--- config.mk ---
export PLATFORM = sky130hd
export DESIGN_NAME = fifo_buffer
export DESIGN_NICKNAME = d
export VERILOG_FILES = /design/src/rtl/fifo_pkg.sv /design/src/rtl/fifo_mem.sv /design/src/rtl/fifo_buffer.sv
export SDC_FILE = /design/constraint.sdc
export NUM_CORES = 1
export LEC_CHECK = 0
export BUFFER_PORTS_ARGS = -buffer_cell sky130_fd_sc_hd__buf_2
export CAP_MARGIN = 10
export CORE_MARGIN = 8
export CORE_UTILIZATION = 56
export CTS_BUF_LIST = sky130_fd_sc_hd__clkbuf_16
export DETAILED_ROUTE_END_ITERATION = 10
export PLACE_DENSITY = 0.82
export SYNTH_ARGS = -nofsm -noshare
export SYNTH_HDL_FRONTEND = slang
export SYNTH_SLANG_ARGS = --single-unit
--- constraint.sdc ---
create_clock -name clk -period 4.8 [get_ports clk]
set_input_delay 0.96 -clock clk [delete_from_list [all_inputs] [get_ports clk]]
set_output_delay 0.96 -clock clk [all_outputs]
set_load 0.01 [all_outputs]
--- src/rtl/fifo_pkg.sv ---
// Shared constants and types for the depth-8 x 8-bit FIFO buffer.
package fifo_pkg;

  localparam int FIFO_WIDTH  = 8;
  localparam int FIFO_DEPTH  = 8;
  localparam int FIFO_ADDR_W = 3;

  typedef logic [FIFO_WIDTH-1:0] word_t;
  // One extra MSB acts as the wrap bit that separates full from empty.
  typedef logic [FIFO_ADDR_W:0]  ptr_t;

endpackage

--- src/rtl/fifo_mem.sv ---
// DEPTH x WIDTH register array with a synchronous write port and a registered read port.
module fifo_mem
  import fifo_pkg::*;
#(
  parameter int WIDTH  = FIFO_WIDTH,
  parameter int DEPTH  = FIFO_DEPTH,
  parameter int ADDR_W = FIFO_ADDR_W
) (
  input  logic              clk,
  input  logic              rst,
  input  logic              we,
  input  logic [ADDR_W-1:0] waddr,
  input  logic [WIDTH-1:0]  wdata,
  input  logic              re,
  input  logic [ADDR_W-1:0] raddr,
  output logic [WIDTH-1:0]  rdata
);

  logic [WIDTH-1:0] mem [DEPTH];

  // Storage array with asynchronous clear of every entry.
  always_ff @(posedge clk or negedge rst) begin
    if (!rst) begin
      for (int i = 0; i < DEPTH; i++) begin
        mem[i] <= '0;
      end
    end else begin
      if (we) begin
        mem[waddr] <= wdata;
      end
    end
  end

  // Registered read data; holds its value whenever no read is issued.
  always_ff @(posedge clk or negedge rst) begin
    if (!rst) begin
      rdata <= '0;
    end else begin
      if (re) begin
        rdata <= mem[raddr];
      end
    end
  end

endmodule

--- src/rtl/fifo_buffer.sv ---
// Single-clock FIFO: wrap-bit pointers, full/empty flags and request qualification around fifo_mem.
module fifo_buffer
  import fifo_pkg::*;
#(
  parameter int WIDTH  = FIFO_WIDTH,
  parameter int DEPTH  = FIFO_DEPTH,
  parameter int ADDR_W = FIFO_ADDR_W
) (
  input  logic             clk,
  input  logic             rst,
  input  logic             wen,
  input  logic             ren,
  input  logic [WIDTH-1:0] w_word,
  output logic [WIDTH-1:0] r_word,
  output logic             full,
  output logic             empty
);

  logic [ADDR_W:0] w_ptr;
  logic [ADDR_W:0] r_ptr;
  logic            wr_ok;
  logic            rd_ok;

  // Flags from the registered pointers; requests are qualified against pre-edge flags.
  always_comb begin
    empty = (w_ptr == r_ptr);
    full  = (w_ptr[ADDR_W] != r_ptr[ADDR_W]) &&
            (w_ptr[ADDR_W-1:0] == r_ptr[ADDR_W-1:0]);
    wr_ok = wen && !full;
    rd_ok = ren && !empty;
  end

  // Write pointer; natural modulo-2^(ADDR_W+1) wrap.
  always_ff @(posedge clk or negedge rst) begin
    if (!rst) begin
      w_ptr <= '0;
    end else begin
      if (wr_ok) begin
        w_ptr <= w_ptr + {{ADDR_W{1'b0}}, 1'b1};
      end
    end
  end

  // Read pointer; natural modulo-2^(ADDR_W+1) wrap.
  always_ff @(posedge clk or negedge rst) begin
    if (!rst) begin
      r_ptr <= '0;
    end else begin
      if (rd_ok) begin
        r_ptr <= r_ptr + {{ADDR_W{1'b0}}, 1'b1};
      end
    end
  end

  // Read and write addresses only coincide when empty or full, so they never collide here.
  fifo_mem #(
    .WIDTH  (WIDTH),
    .DEPTH  (DEPTH),
    .ADDR_W (ADDR_W)
  ) u_mem (
    .clk   (clk),
    .rst   (rst),
    .we    (wr_ok),
    .waddr (w_ptr[ADDR_W-1:0]),
    .wdata (w_word),
    .re    (rd_ok),
    .raddr (r_ptr[ADDR_W-1:0]),
    .rdata (r_word)
  );

endmodule

==> out/summary.txt <==
Vias per cell: 5.93
Largest net degree at the start of global routing: 81
Clock transition at path regs: 60 ps
Worst Path Required: 3840 ps
Initial antenna violation count: 0
Post-CTS Setup Bufs: 0
EDFF count, synth: 0
Area grow syn2layout: 11.8%
Ys flop type: dfrtp_1
Final instance area: 4100 um2
Number of routed nets with antenna violations: 0
Synthesized instance count: 238
Post-synth top area share: 54.6%
Syn nets: 252
TritonRoute pass-1 iters: 4
F_max: 332 MHz
DRC Markers: 0
Hold WS: 475 ps
VDD IR max: 0.385 mV
Final hold violations: 0
CP max FO: 21
Final setup TNS: 0 ps
Max-Cap Viols: 0
Share of layout cells above drive strength 1: 46.8%
Critical Setup Path Class: reg -> out
CP max stage delay: 970 ps
CP top delay family: flip-flops
Fill cell count: 441
CTS max path bufs: 2
DIE AREA: 9400 um2
Final Wtd Congestion: 0.747
Min-Delay Path Class: reg -> reg
# clock sinks: 80
DR vias: 2,015
RSZ-0062 raised after global routing: false
Core area: 6350 um2
WL per Instance: 20.0 um
Worst-Margin Slew: 987 ps
Post-synth cell types: 31
Worst-skew pair later-pin latency: 340 ps
Status: complete, no violations
I/O Pins: 22
Nets@finish: 273
Inserted Clock Buffers: 9
GRT Resource Usage Total: 15.6%
Yosys warnings: 0
CP Capture Type: output port
Die Ht: 96.9 um
DP Area: 3820 um2
Syn_area_per_cell: 15.4 um2
Port Buffers: 21
# placed instances: 325
H-tree depth: 3
Initial DRC Count: 55
Vias in the first global route: 2,196
WL final: 6790 um
Rows: 29
First-pass GRT wire length: 11,500 um
Min cycle time layout: 3010 ps
Async S/R FF share, synth: 100%
CP startpoint kind: flip-flop
Die W: 96.9 um
Flops & latches, synth: 80
Sequential fraction of the synthesis area: 54.6%
PD cells: 738 nW/um2
Area leader, netlist: dfrtp_1
CTS Root Cell: clkbuf_16
Worst Clk Skew: 5.94 ps
Slew Viols, Final: 0
Final setup fails: 0
CTS tree: done
PnR Total Power: 3.03 mW
Critical Path Slowest Stage Cell: dfrtp_1
Post-CTS Hold Fix Bufs: 0
Remaining Overflow, GRT: 0
Worst path bufs/invs: 2
Synth area leaders: dfrtp_1 55%, mux2_2 18%, mux4_2 9.8%
Arrival time worst endpoint: 2050 ps
Mapped Area: 3670 um2
Critical-path cell list: xnor2_1 -> nand4_2 -> inv_4 -> buf_2
Layout Cells excl Fill: 340
Static Leakage: 1.82 nW
Post-CTS Resized: 0
HPWL Detailed: 4140 um
Initial Util: 57.8%
Max_slew headroom: 34.2%
# diodes: 0
Period utilization: 62.7%
kinds of logic (layout without fill, tap and decap cells):
kind of cell,Yosys count,in the layout,share of synthesized area (%)
AOI/OAI and AO/OA,9,9,1.33
xor gates and xnor gates,13,13,3.10
adders and majority gates,2,2,0.682
buffers and inverters,16,41,2.39
DFF,80,80,54.6
muxes,90,90,33.1
and+or+nand+nor,28,28,4.84
power breakdown:
| part | total, mW | leakage, nW | switching [mW] | internal, mW |
|---|---|---|---|---|
| combinational | 1.10 | 0.717 | 0.417 | 0.678 |
| sequential | 1.29 | 0.964 | 0.269 | 1.02 |
| clock | 0.645 | 0.135 | 0.253 | 0.392 |
| total | 3.03 | 1.82 | 0.939 | 2.09 |
cell usage in the layout, fill, tap and decap left out, drive strengths merged:
cell type,netlist,layout
nor4b,1,1
o21ai,8,8
mux2,66,66
mux2i,8,8
and3,1,1
buf,9,24
ha,2,2
dfrtp,80,80
nor4bb,1,1
bufinv,0,1
nand2,11,11
nand3b,1,1
clkbuf,5,9
nor4,1,1
nand4,1,1
nor2,3,3
clkinvlp,0,1
xnor2,6,6
clkinv,0,3
nand3,3,3
nor3b,2,2
o41ai,1,1
xor2,7,7
or4,1,1
mux4,16,16
nand4b,1,1
inv,2,3
or3,1,1
state kept, by name, summed over array words and instances (netlist names):
register and cells:
u_mem.mem 64, u_mem.rdata 8, r_ptr 4, w_ptr 4
cells in the mapped netlist, drive strengths merged, types with 2 or more instances:
cell type  number
clkbuf          5
xor2            7
mux2           66
ha              2
nor3b           2
nand2          11
inv             2
mux2i           8
nand3           3
nor2            3
buf             9
mux4           16
o21ai           8
dfrtp          80
xnor2           6
tightest hold or removal path, stage by stage (launching register included):
cell	delay, ps
dfrtp_1	330
nand2_1	40
o21ai_0	60
through the flow:
step	setup WS (ps)	util, %
after floorplan	2560	-
after global placement	2170	60.2
after detailed placement	2150	60.2
after CTS	1770	64.6
after global routing	1640	64.6
final	1790	64.6
worst paths after layout:
check	end	slack (ps)	cells past startpoint	start
min reg2reg	u_mem.rdata[3]	480	2	u_mem.rdata[3]
min	u_mem.rdata[3]	480	2	u_mem.rdata[3]
max	full	1790	4	r_ptr[1]
max reg2reg	u_mem.mem[13]	2230	5	r_ptr[1]
max in group asynchronous	u_mem.rdata[5]	3380	1	rst
min in group asynchronous	w_ptr[2]	770	1	rst
per-layer routing:
| metal | share of wire, % | GRT usage (%) | vias up |
|---|---|---|---|
| met4 | 3.3 | 10.3 | 0 |
| met5 | 0 | 0 | - |
| li1 | - | - | 919 |
| met3 | 3.7 | 3.41 | 18 |
| met1 | 44 | 19.2 | 1045 |
| met2 | 49 | 24.1 | 33 |
final cells by class:
| class | count | area (um2) | area share [%] |
|---|---|---|---|
| flip-flops and latches | 80 | 2000 | 48.8 |
| well taps | 77 | 96.3 | 2.35 |
| clock inverters | 6 | 52.6 | 1.28 |
| multi-input cells | 142 | 1590 | 38.7 |
| inverters | 2 | 10.0 | 0.244 |
| clock buffers | 9 | 225 | 5.49 |
| repair buffers | 24 | 130 | 3.17 |
Note: power is estimated with default switching activity, not from simulation.
